### src/rtl/scroll_sequencer.sv
// Message-window scroll controller: steps msg_ptr from the button or an auto-scroll divider
// and hands each new pointer to the memory reader over load_req/load_ack. Macro: SCROLL_DIR_EN.
module scroll_sequencer #(
  parameter int unsigned MSG_LEN    = 16,
  parameter int unsigned PTR_W      = 4,
  parameter int unsigned SCROLL_DIV = 25000000,
  parameter int unsigned DIV_W      = 25
) (
  input  logic             clk,
  input  logic             reset,
  input  logic             button,
  input  logic             auto_sel,
  input  logic             hold,
  input  logic             load_ack,
`ifdef SCROLL_DIR_EN
  input  logic             dir,
`endif
  output logic [PTR_W-1:0] msg_ptr,
  output logic             load_req,
  output logic [1:0]       state
);

  typedef enum logic [1:0] {
    StInit   = 2'd0,
    StManual = 2'd1,
    StAuto   = 2'd2,
    StLoad   = 2'd3
  } state_e;

  localparam logic [PTR_W-1:0] PtrLast = PTR_W'(MSG_LEN - 1);
  localparam logic [DIV_W-1:0] DivLast = DIV_W'(SCROLL_DIV - 1);

  state_e           state_q;
  logic             btn_q;
  logic             pending_q;
  logic [DIV_W-1:0] div_q;

  logic             step_btn;
  logic             tick;
  logic [PTR_W-1:0] ptr_next;

  always_comb begin
    step_btn = button & ~btn_q;
    tick     = (state_q == StAuto) && !hold && (div_q == DivLast);
  end

  always_comb begin
    ptr_next = (msg_ptr == PtrLast) ? '0 : msg_ptr + PTR_W'(1);
`ifdef SCROLL_DIR_EN
    if (dir) begin
      ptr_next = (msg_ptr == '0) ? PtrLast : msg_ptr - PTR_W'(1);
    end
`endif
  end

  assign state = state_q;

  always_ff @(posedge clk) begin
    if (reset) begin
      state_q   <= StInit;
      msg_ptr   <= '0;
      load_req  <= 1'b0;
      div_q     <= '0;
      pending_q <= 1'b0;
      btn_q     <= 1'b1;  // a button held through reset must not count as a press
    end else begin
      btn_q <= button;
      unique case (state_q)
        StInit: begin
          msg_ptr  <= '0;
          load_req <= 1'b1;
          div_q    <= '0;
          state_q  <= StLoad;
        end
        StManual: begin
          if (step_btn) begin
            msg_ptr  <= ptr_next;
            load_req <= 1'b1;
            state_q  <= StLoad;
          end else if (auto_sel) begin
            div_q   <= '0;
            state_q <= StAuto;
          end
        end
        StAuto: begin
          if (step_btn || tick) begin
            msg_ptr  <= ptr_next;
            load_req <= 1'b1;
            div_q    <= '0;
            state_q  <= StLoad;
          end else if (!auto_sel) begin
            div_q   <= '0;
            state_q <= StManual;
          end else if (!hold) begin
            div_q <= div_q + DIV_W'(1);
          end
        end
        StLoad: begin
          if (load_ack) begin
            // The ack consumes at most one queued step; a press on the ack edge itself is dropped.
            pending_q <= 1'b0;
            if (pending_q) begin
              msg_ptr <= ptr_next;
            end else begin
              load_req <= 1'b0;
              state_q  <= auto_sel ? StAuto : StManual;
            end
          end else if (step_btn || tick) begin
            pending_q <= 1'b1;
          end
        end
        default: state_q <= StInit;
      endcase
    end
  end

endmodule

### config.mk
export PLATFORM = sky130hd
export DESIGN_NAME = scroll_sequencer
export DESIGN_NICKNAME = d
export VERILOG_FILES = /design/src/rtl/scroll_sequencer.sv
export SDC_FILE = /design/constraint.sdc
export NUM_CORES = 1
export LEC_CHECK = 0
export CORE_ASPECT_RATIO = 1.5
export CORE_MARGIN = 3
export CORE_UTILIZATION = 50
export DETAILED_ROUTE_END_ITERATION = 10
export GPL_ROUTABILITY_DRIVEN = 0
export PLACE_DENSITY = 0.69
export SYNTH_ARGS = -nofsm -noshare
export SYNTH_HDL_FRONTEND = slang
export SYNTH_SLANG_ARGS = --single-unit
### constraint.sdc
create_clock -name clk -period 3.6 [get_ports clk]
set_input_delay 0.72 -clock clk [delete_from_list [all_inputs] [get_ports clk]]
set_output_delay 0.72 -clock clk [all_outputs]
set_load 0.02 [all_outputs]
==> out/results.ini, run 1 <==
[status]
outcome=completed

[logic_synthesis]
synthCells=242
yosysSeqAreaShare=0.348
synth_area_mm2=0.00196
yosys_warnings=0
synth_edf_count=0
ys.flop_type=dfxtp_1
ys_ff_latch=34
synthArstFlopShare=0
ys_types=48
syn_nets=250
avgSynthCellArea_um2=8.09

[clocking]
insertion_delay_ps=300
numCtsBuffers=5
hold_buffers=0
post_cts_buffers=0
cts-root-buf=clkbuf_8
cts_sinks=34
cts_max_path_buffers=2
cts_resized=0
clkTransAtPathRegs_ps=70
cts_tree=done
h-tree-depth=2

[sta]
min_period_ps=2340
max_freq_ghz=0.428
finalSetupTns_ps=0
rsz0062_at_grt=false
finalSetupViolCount=0
min_period_over_period=0.649
clock-skew-final_ps=5.91
tightestPinTransition_ps=701
relSlewSlack=0.529
finalHoldViolCount=0
slew_violations=0
hold_slack_ps=464

[route]
dr.pass1.iters=4
drt_iter0_markers=59
viasPerCell=6.40
drc=0
ant_nets=0
wire_per_inst_um=15.5
via_count=1881
finalWirelength_mm=4.57

[finish]
finalNetCount=258
n_antenna_cell=0
final_cell_mix=dfxtp_1 (34), a21oi_1 (27), nand3_1 (22)
syn2layout_area_growth_pct=12.0
final_common_cell=dfxtp_1
layout-drive-gt1-share=0.0837

[global_routing]
grt_first_pass_wirelength_mm=7.92
grt_pass1_vias=1697
grt_max_degree=29
track_usage=0.214
overflow=0
antenna_found_initial=0

[worst_setup_path]
timing_worst_setup_path_type=primary input to register
cp_data_arrival_time_ps=2530
path_cells=clkdlybuf4s50_1 -> nor2b_1 -> nor3b_1 -> or2_2 -> a32o_1 -> a32o_1
path_max_fanout=24
reg2reg_depth=6
cp_slowest_cell=or2_2
cp-startpoint=button
required_ps=3790
reg2reg_setup_slack_ps=1370
slowest_delay_ps=510
crit_path_start_kind=primary input
r2r_end=msg_ptr[3]
crit_path_end_kind=register
crit_end=div_q[17]
worstReg2RegStart=div_q[0]
cpMostUsedCell=a32o_1

[floorplanning]
die_area_mm2=0.00472
row_count=27
coreArea_mm2=0.00372
die_h_um=82.6
ios=13
start_util=0.527
die_w_um=57.1

[placed_design]
io_buffer_count=12
hpwl_mm=3.22

[power]
peakVddDrop_mv=0.282
pwr-share-clk=0.375
seqPwrFrac=0.496
intPower_w=0.000578
switching_share=0.272
p_comb_frac=0.129
powerDensity_mw_per_mm2=362
p_sw_w=0.000216
p_leak_nw=0.695

[min_path]
hp-class=register to register

[flow_run]
maxCapViolations=0

-- cell type report --
cell class	instances	area, um^2
Clock buffer	7	86.3
Clock inverter	1	5.00
Fill cell	364	1530
Inverter	5	18.8
Multi-Input combinational cell	188	1200
Sequential cell	34	681
Tap cell	43	53.8
Timing Repair Buffer	16	150
-- worst min path at each step --
stage          startpoint   endpoint  slack (ps)  depth (start not counted)
6_report        div_q[24]  div_q[24]         460                          1
5_1_grt         div_q[24]  div_q[24]         490                          1
4_1_cts         div_q[24]  div_q[24]         470                          1
3_5_place_dp    div_q[24]  div_q[24]         450                          1
3_3_place_gp    div_q[24]  div_q[24]         440                          1
2_1_floorplan   div_q[24]  div_q[24]         430                          1
-- state kept, by name (all words and copies together) (netlist names) --
signal,count
pending_q,1
load_req,1
msg_ptr,4
state,2
btn_q,1
div_q,25
-- per-stage QoR --
step	worst slack, ps	cells	power (W)	util	cell area [um^2]
floorplan	1510	242	0.000470	-	1960
global placement	997	286	0.000504	0.565	2100
detailed placement	951	286	0.000504	0.565	2100
CTS	1280	294	0.000802	0.590	2190
global route	1070	294	0.000828	0.590	2190
finish	1260	294	0.000794	0.590	2190
-- synthesized netlist by cell type (2+ instances only) --
cell / instances / area (um^2)
nand2b_1: 2 / 12.5
nand4b_1: 3 / 26.3
a31oi_1: 10 / 62.6
a21oi_1: 27 / 135
a311oi_1: 3 / 26.3
nor3b_1: 2 / 15.0
nor2_1: 11 / 41.3
ha_1: 2 / 25.0
and2_1: 2 / 12.5
clkbuf_1: 10 / 37.5
buf_2: 3 / 15.0
nand3b_1: 8 / 60.1
a32o_1: 2 / 20.0
o21ai_0: 8 / 40.0
mux2i_1: 14 / 140
nand4_1: 15 / 93.8
or3_1: 2 / 12.5
nand3_1: 22 / 110
nor4_1: 3 / 18.8
and3_1: 5 / 31.3
nand2_1: 17 / 63.8
dfxtp_1: 34 / 681
nor3_1: 4 / 20.0
or2_2: 2 / 12.5
nor2b_1: 2 / 12.5
inv_1: 5 / 18.8
o21a_1: 3 / 22.5
-- cells by family after synthesis --
logic type,synth area share
multiplexers,0.0716
flip-flops,0.348
adder cells (fa/ha/maj),0.0128
buffers and inverters,0.0409
AND/OR/NAND/NOR,0.327
AO/OA/AOI/OAI,0.200
-- routing by layer --
metal	vias up	GRT usage	wire, um
met5	-	0	0
met4	0	0.0882	84
met3	7	0.0373	222
met2	50	0.384	2380
met1	881	0.249	1890
li1	943	-	-
-- power by group through the flow --
stage	Sequential [W]	Clock (W)	Combinational, W
after floorplan	0.000403	0	0.0000667
after global placement	0.000402	0	0.000102
after detailed placement	0.000402	0	0.000102
after CTS	0.000394	0.000306	0.000102
after global routing	0.000395	0.000320	0.000113
final	0.000394	0.000298	0.000102
-- worst max-delay path, delay by kind of cell --
kind	cells	cell delay (ps)
and+or+nand+nor	3	830
AOI/OAI and AO/OA	2	490
buffers and inverters	1	480
(Power assumes the default switching activity.)
==> run 2: changes to the inputs <==
Clock period 3.6 ns to 2.3 ns, I/O delays scaled along.
==> run 2 against run 1 <==
Register-to-register slack got worse by 1000 ps. Flip-flop and latch count unchanged. Final cell count increased by 5.4%. Combinational power increased by 89%. Die area unchanged. Highest routed layer unchanged.
==> out/results.ini, run 2 (synthesis gave the netlist of run 1 again) <==
[floorplanning]
start_util=0.527
die_area_mm2=0.00472
die_h_um=82.6
coreArea_mm2=0.00372
ios=13
die_w_um=57.1
row_count=27

[finish]
finalNetCount=276
largest_register_ffs=25
n_antenna_cell=0
syn2layout_area_growth_pct=19.1
final_cell_mix=dfxtp_1 (34), a21oi_1 (27), nand3_1 (22)
layout-drive-gt1-share=0.142
top_register=div_q
final_common_cell=dfxtp_1
fill_cells=346

[placed_design]
io_buffer_count=12
hpwl_mm=3.63
place_ws_ps=0.123

[route]
dr.pass1.iters=5
via_count=1936
drc=0
finalWirelength_mm=4.91
wire_per_inst_um=15.8
drt_iter0_markers=56
ant_nets=0
viasPerCell=6.25

[global_routing]
antenna_found_initial=0
grt_pass1_vias=1879
grt_first_pass_wirelength_mm=8.50
overflow=0
track_usage=0.232
grt_max_degree=20

[clocking]
cts_max_path_buffers=2
cts-root-buf=clkbuf_8
post_cts_buffers=0
numCtsBuffers=5
cts_sinks=34
insertion_delay_ps=290
h-tree-depth=2
clkTransAtPathRegs_ps=60
cts_resized=0
hold_buffers=0
cts_tree=done

[worst_setup_path]
timing_worst_setup_path_type=primary input to register
path_max_fanout=6
crit_path_start_kind=primary input
cp_data_arrival_time_ps=2280
required_ps=2530
crit_path_end_kind=register

[sta]
layout_setup_ws_ps=247
max_freq_ghz=0.487
clock-skew-final_ps=4.70
min_period_ps=2050
relSlewSlack=0.670
rsz0062_at_grt=false
slew_violations=0
min_period_over_period=0.892
finalSetupTns_ps=0
tightestPinTransition_ps=491
finalHoldViolCount=0
finalSetupViolCount=0

[power]
seqPwrFrac=0.494
peakVddDrop_mv=0.512
p_sw_w=0.000326
powerDensity_mw_per_mm2=532
switching_share=0.263
intPower_w=0.000914
pwr-share-clk=0.351
p_comb_frac=0.155
p_leak_nw=0.782

[min_path]
hp-class=register to register

[flow_run]
maxCapViolations=0

[status]
outcome=completed

## run 2: changes by cell type in the layout (fill, tap and decap cells not counted), sizes merged
cell	change
clkinv	-1
buf	+18
clkbuf	-1
## run 2: final timing paths
path,startpoint,slack [ps],to,cells past startpoint
worst max-delay path,hold,250,msg_ptr[3],6
worst min-delay path,div_q[24],460,div_q[24],1
worst max register to register,div_q[0],350,div_q[16],7
worst min register to register,div_q[24],460,div_q[24],1
## run 2: final cells by class
| cell class | instances | area [um^2] | share of cell area |
|---|---|---|---|
| Multi-Input combinational cell | 188 | 1200 | 0.513 |
| Tap cell | 43 | 53.8 | 0.0231 |
| Timing Repair Buffer | 34 | 298 | 0.128 |
| Sequential cell | 34 | 681 | 0.292 |
| Inverter | 5 | 18.8 | 0.00806 |
| Clock buffer | 6 | 82.6 | 0.0354 |
## run 2: stage by stage
| stage | hold slack (ps) | cells | utilization | area, um^2 | total power [W] |
|---|---|---|---|---|---|
| 2_1_floorplan | 431 | 242 | - | 1960 | 0.000735 |
| 3_3_place_gp | 439 | 304 | 0.605 | 2250 | 0.000816 |
| 3_5_place_dp | 449 | 304 | 0.605 | 2250 | 0.000816 |
| 4_1_cts | 458 | 310 | 0.627 | 2330 | 0.00125 |
| 5_1_grt | 467 | 310 | 0.627 | 2330 | 0.00129 |
| 6_report | 458 | 310 | 0.627 | 2330 | 0.00124 |
## run 2: power by group through the flow
stage	sequential, W	combinational [W]	clock, W
2_1_floorplan	0.000631	0.000104	0
3_3_place_gp	0.000625	0.000190	0
3_5_place_dp	0.000625	0.000191	0
4_1_cts	0.000612	0.000192	0.000450
5_1_grt	0.000614	0.000209	0.000465
6_report	0.000612	0.000193	0.000435
## run 2: routing by layer
layer	routed length [um]	GRT usage	up-vias
met2	2560	0.444	41
met5	0	0	-
met3	146	0.0389	12
li1	-	-	972
met4	145	0.111	0
met1	2060	0.241	911
## run 2: worst max-delay path: stages
cell and delay [ps]:
clkdlybuf4s50_1 470, nor3b_1 240, and4_1 380, a21boi_1 160
or4_1 510, nand2_1 60
